<file path="config.mk">
export PLATFORM = sky130hd
export DESIGN_NAME = dmem_arbiter
export DESIGN_NICKNAME = d
export VERILOG_FILES = /design/src/rtl/dmem_arb_pkg.sv /design/src/rtl/dmem_arbiter.sv
export SDC_FILE = /design/constraint.sdc
export NUM_CORES = 1
export LEC_CHECK = 0
export CORE_MARGIN = 5
export CORE_UTILIZATION = 36
export CTS_BUF_LIST = sky130_fd_sc_hd__clkbuf_8
export DETAILED_ROUTE_END_ITERATION = 16
export PLACE_DENSITY = 0.83
export REMOVE_ABC_BUFFERS = 1
export SLEW_MARGIN = 10
export SYNTH_ARGS = -nofsm -noshare
export SYNTH_HDL_FRONTEND = slang
export SYNTH_SLANG_ARGS = --single-unit
</file>
<file path="constraint.sdc">
create_clock -name clock -period 2.35 [get_ports clock]
set_input_delay 0.3525 -clock clock [delete_from_list [all_inputs] [get_ports clock]]
set_output_delay 0.3525 -clock clock [all_outputs]
set_load 0.02 [all_outputs]
</file>
<file path="src/rtl/dmem_arb_pkg.sv">
// Shared types and defaults for the two-port data-memory arbiter.
// The arbiter state machine, the owner index type and the default
// parameter values live here so the arbiter and its parent agree on them.

package dmem_arb_pkg;

    // Default data/address width, matching the data RAM.
    localparam int DEFAULT_SIZE     = 32;

    // Default number of consecutive owned cycles before a forced handover.
    localparam int DEFAULT_MAX_HOLD = 8;

    // Width of the hold counter; wide enough for MAX_HOLD up to 255.
    localparam int HOLD_WIDTH       = 8;

    // Arbiter states: nobody owns the RAM, or port 0 / port 1 owns it.
    typedef enum logic [1:0] {
        IDLE = 2'd0,
        OWN0 = 2'd1,
        OWN1 = 2'd2
    } arb_state_t;

    // Index of a requesting port (0 = CPU data port, 1 = loader/debug port).
    typedef logic owner_t;

    localparam owner_t PORT0 = 1'b0;
    localparam owner_t PORT1 = 1'b1;

    // Ownership state that corresponds to a given port.
    function automatic arb_state_t own_state(input owner_t port);
        return (port == PORT1) ? OWN1 : OWN0;
    endfunction

endpackage

</file>
<file path="src/rtl/dmem_arbiter.sv">
// Two-port arbiter in front of a single-port data RAM.
// One port at a time owns the RAM; the owner's request is forwarded
// combinationally, writes commit on the edge ending the owned cycle and
// reads return registered data with a one-cycle valid pulse.
// An owner may hold the RAM for at most MAX_HOLD consecutive cycles while
// the other port waits, unless it asserts its lock input.
// Optional feature: define DMEM_ARB_ROUND_ROBIN_EN to resolve simultaneous
// requests from IDLE in favour of the port that did not own the RAM last;
// without it simultaneous requests from IDLE always go to port 0.

module dmem_arbiter
    import dmem_arb_pkg::*;
#(
    parameter int SIZE     = DEFAULT_SIZE,
    parameter int MAX_HOLD = DEFAULT_MAX_HOLD
) (
    input  logic            clock,
    input  logic            nreset,

    input  logic            req0,
    input  logic            we0,
    input  logic            lock0,
    input  logic [SIZE-1:0] addr0,
    input  logic [SIZE-1:0] wdata0,

    input  logic            req1,
    input  logic            we1,
    input  logic            lock1,
    input  logic [SIZE-1:0] addr1,
    input  logic [SIZE-1:0] wdata1,

    output logic            gnt0,
    output logic            gnt1,
    output logic            rvalid0,
    output logic            rvalid1,
    output logic [SIZE-1:0] rdata0,
    output logic [SIZE-1:0] rdata1,

    output logic [SIZE-1:0] ram_address,
    output logic [SIZE-1:0] ram_data,
    output logic            ram_wren,
    output logic            ram_wread,
    input  logic [SIZE-1:0] ram_salida
);

    localparam logic [HOLD_WIDTH-1:0] HOLD_LIMIT = HOLD_WIDTH'(MAX_HOLD);

    arb_state_t            state;
    arb_state_t            next_state;
    logic [HOLD_WIDTH-1:0] hold_count;
    owner_t                tie_port;
    logic                  read0;
    logic                  read1;
    logic                  hold_expired;

`ifdef DMEM_ARB_ROUND_ROBIN_EN
    owner_t                last_owner;
`endif

    // Winner of a simultaneous request from IDLE.
    always_comb begin
`ifdef DMEM_ARB_ROUND_ROBIN_EN
        tie_port = ~last_owner;
`else
        tie_port = PORT0;
`endif
    end

    // Owner has used up its hold budget (counter saturates at the limit).
    always_comb begin
        hold_expired = (hold_count == HOLD_LIMIT);
    end

    // Next owner: grant from IDLE, release, forced handover, or stay.
    always_comb begin
        next_state = state;
        case (state)
            IDLE: begin
                if (req0 && req1) begin
                    next_state = own_state(tie_port);
                end else if (req0) begin
                    next_state = OWN0;
                end else if (req1) begin
                    next_state = OWN1;
                end
            end
            OWN0: begin
                if (!lock0) begin
                    if (!req0) begin
                        next_state = req1 ? OWN1 : IDLE;
                    end else if (hold_expired && req1) begin
                        next_state = OWN1;
                    end
                end
            end
            OWN1: begin
                if (!lock1) begin
                    if (!req1) begin
                        next_state = req0 ? OWN0 : IDLE;
                    end else if (hold_expired && req0) begin
                        next_state = OWN0;
                    end
                end
            end
            default: begin
                next_state = IDLE;
            end
        endcase
    end

    // Forward the owner's access to the RAM; everything is zero otherwise.
    always_comb begin
        ram_address = '0;
        ram_data    = '0;
        ram_wren    = 1'b0;
        ram_wread   = 1'b0;
        read0       = 1'b0;
        read1       = 1'b0;
        case (state)
            OWN0: begin
                if (req0) begin
                    ram_address = addr0;
                    ram_data    = wdata0;
                    ram_wren    = we0;
                    ram_wread   = ~we0;
                    read0       = ~we0;
                end
            end
            OWN1: begin
                if (req1) begin
                    ram_address = addr1;
                    ram_data    = wdata1;
                    ram_wren    = we1;
                    ram_wread   = ~we1;
                    read1       = ~we1;
                end
            end
            default: begin
                ram_address = '0;
            end
        endcase
    end

    // Arbiter state, registered grants, hold counter and read return path.
    // The hold counter loads 1 on a new grant so that it equals the number
    // of cycles owned so far, including the current one.
    always_ff @(posedge clock or negedge nreset) begin
        if (!nreset) begin
            state      <= IDLE;
            gnt0       <= 1'b0;
            gnt1       <= 1'b0;
            hold_count <= '0;
            rvalid0    <= 1'b0;
            rvalid1    <= 1'b0;
            rdata0     <= '0;
            rdata1     <= '0;
`ifdef DMEM_ARB_ROUND_ROBIN_EN
            last_owner <= PORT1;
`endif
        end else begin
            state <= next_state;
            gnt0  <= (next_state == OWN0);
            gnt1  <= (next_state == OWN1);

            if (next_state == IDLE) begin
                hold_count <= '0;
            end else if (next_state != state) begin
                hold_count <= HOLD_WIDTH'(1);
            end else if (!hold_expired) begin
                hold_count <= hold_count + HOLD_WIDTH'(1);
            end

            rvalid0 <= read0;
            rvalid1 <= read1;
            if (read0) begin
                rdata0 <= ram_salida;
            end
            if (read1) begin
                rdata1 <= ram_salida;
            end

`ifdef DMEM_ARB_ROUND_ROBIN_EN
            if ((next_state != IDLE) && (next_state != state)) begin
                last_owner <= (next_state == OWN1) ? PORT1 : PORT0;
            end
`endif
        end
    end

endmodule
</file>
==> impl_metrics.yaml <==
floorplan:
  coreArea_um2: 11520
  start_util: 0.3697
  die_w_um: 118.8
  die-height_um: 118.8
  die-area_um2: 14100
  row_count: 39
  ios: 302
hold_path:
  hold_path_class: "input port to asynchronous set/reset pin"
worst_setup_path:
  path_class: "flop to output pin"
  r2r_cells: 8
  end_kind: "output pin"
  cp_max_fo: 16
  cp.arrival_ns: 1.91
  crit_path_start_kind: "flop"
  r2r_slack_ns: 0.10
  r2r_start: "state[1]"
  r2r_end: "hold_count[2]"
  crit_required_ns: 2.00
outcome:
  status: "completed"
sta:
  slew_viol_final: 0
  clock-skew-final_ns: 0.009301
  relSlewSlack: 0.6150
  period_share: 0.9639
  hold_viol_final: 0
  finalSetupViolations: 0
  worst_slew_pin_slew_ns: 0.5726
  timing.fmax_mhz: 441.5
  worst_slack_ns: 0.08477
  min_period_ns: 2.265
  rsz0062_at_grt: "yes"
layout:
  fill_cells: 898
  multi_input_area_um2: 2212
  seqCellArea_um2: 1953
  nNetsFinal: 874
  fin_cells: 848
  antenna_cells: 0
  drive_gt1_frac: 0.2865
  area_delta_synth_final_pct: 80.16
route:
  wl_per_cell_um: 20.82
  drtIter0Drc: 270
  via_per_inst: 5.236
  wirelength_um: 17650
  dr_total_vias: 4440
  drtAntennaViolNets: 0
  drc_errors: 0
  dr.pass1.iters: 5
pwr:
  vdd_ir_drop_max_mv: 0.8274
  finalPower_mw: 8.961
  pwr_density_cell_nw_per_um2: 1168
  power_leakage_nw: 3.247
synth:
  synthXorXnorAreaFrac: 0.01440
  yosys.area_share.simple: 0.1460
  synth_area_leaders: "dfrtp_1 46%, mux2_2 17%, a22oi_1 11%"
  synth.top_cell.area_share: 0.4584
  synth_top_cell_by_area: "dfrtp_1"
  avgSynthCellArea_um2: 11.09
  ys_ff_latch: 78
  muxShareOfSynthArea: 0.1719
  synth_adder_area_share: 0.01763
  synth.yosys.seq_area_share: 0.4584
  synth_compound_area_frac: 0.1578
  synth_top_family_by_area: "multiplexers"
  ys_warn_count: 0
  yosysUniqueCellTypes: 40
  netlist_area_um2: 4258
  syn_inst: 384
global_routing:
  first_global_vias: 4545
  antenna_found_initial: 0
  grt_pass1_wl_um: 25710
  grt_max_degree: 58
  grt-ovfl-total: 0
  grt_usage: 0.2298
placement:
  dp_worst_setup_slack_ns: -0.2317
  dpl.hpwl_um: 12900
  dp.cells: 820
  gp_congestion: 0.9270
  numPortBuffers: 301
clock_network:
  cts_max_level: 3
  cts.sinks: 78
  cts-root-buf: "clkbuf_8"
  cts_tree: "built"
  cts_buffer_depth: 2
  numCtsBuffers: 9
  clkLatencyLatePin_ns: 0.35
  path_clk_slew_ns: 0.08
run:
  drv_cap: 0
-- how the worst max path moves through the flow --
stage	start	to	slack (ns)	cells after the start
after CTS	state[1]	ram_address[12]	-0.04	6
after floorplan	state[1]	ram_wread	-1.77	5
after global routing	state[1]	ram_address[13]	-0.02	7
after detailed placement	req0	ram_address[12]	-0.23	6
after global placement	req0	ram_address[12]	-0.20	6
final	state[1]	ram_data[2]	0.08	7
-- sequential cells by signal (all words and copies together), names as in the netlist --
| register | count |
|---|---|
| gnt0 | 1 |
| gnt1 | 1 |
| hold_count | 8 |
| rdata0 | 32 |
| rdata1 | 32 |
| rvalid0 | 1 |
| rvalid1 | 1 |
| state | 2 |
-- placed cells by master (no fill, tap or decap), types with 3 or more instances in the layout --
master	instances
clkdlybuf4s50_1	234
dfrtp_1	77
nor2b_1	65
mux2_2	65
a22oi_1	62
buf_2	60
buf_4	30
clkbuf_8	10
nand2_1	8
nor2_1	7
inv_1	6
a21oi_1	4
nand3_1	4
xor2_1	4
ha_1	4
buf_12	4
o21ai_0	3
a22oi_2	3
xnor2_1	3
buf_16	3
clkbuf_16	3
-- cells by family (layout without fill, tap and decap cells) --
kind of cell / Yosys count / in the layout
compound gates: 88 / 88
xor+xnor: 7 / 7
fa+ha+maj: 6 / 6
buf+inv: 38 / 359
flops: 78 / 78
mux: 65 / 65
simple gates: 102 / 102
-- where the power goes --
group / leakage [nW] / switching (mW) / internal, mW
sequential: 0.960 / 0.320 / 1.95
clock: 0.0930 / 0.504 / 0.418
combinational: 2.19 / 2.80 / 2.97
total: 3.25 / 3.62 / 5.34
-- final cells by class --
class                           count  area share
Clock buffer                       10     0.01794
Sequential cell                    78      0.2546
Timing Repair Buffer              335      0.4061
Clock inverter                      6    0.005709
Multi-Input combinational cell    268      0.2884
Tap cell                          143     0.02332
Inverter                            8    0.003915
-- synth_stat cells, drive strengths merged --
cell	n
nor2b	66
nand3	4
a41o	1
and2	4
buf	11
nand2	9
mux2	65
o211ai	2
nand3b	1
a31oi	1
a21o	2
xnor2	3
o22ai	1
a22oi	65
o21ai	3
o221ai	1
or2b	1
nand2b	2
nor3	2
a21boi	1
dfrtp	78
a311o	1
o41a	1
a2111oi	1
a21oi	4
or2	2
ha	6
xor2	4
o21a	1
and3	2
o31ai	1
nor4b	1
nor2	7
nor3b	1
inv	8
o211a	2
clkbuf	19
-- critical path: stages (launching register included) --
cell and delay, ns:
dfrtp_1 0.43, inv_2 0.08, ha_2 0.17, and2_4 0.27, clkbuf_16 0.22, a22oi_1 0.09
nor2b_1 0.12, buf_2 0.18
-- through the flow --
stage | hold slack (ns) | util | TNS, ns | area [um^2]
after floorplan | 0.05691 | - | -126.88 | 4144
after global placement | 0.3042 | 0.6557 | -9.146 | 7551
after detailed placement | 0.3122 | 0.6557 | -10.96 | 7551
after CTS | 0.4845 | 0.6849 | -0.09599 | 7888
after global routing | 0.5210 | 0.6661 | -0.04389 | 7671
final | 0.4892 | 0.6661 | 0 | 7671
-- routing by layer --
metal	track usage	routed length (um)
met1	0.2546	6535
met2	0.4032	9060
met3	0.07498	1481
met4	0.09993	575
met5	0	0
-- what timing repair did --
action,4_1_cts,5_1_grt
gates resized for setup,221,68
setup endpoints to repair,66,71
hold endpoints to repair,29,0
pin swaps,3,3
cloned,3,3
hold buffers,1,0
setup buffers,2,3
(Power assumes the default switching activity.)
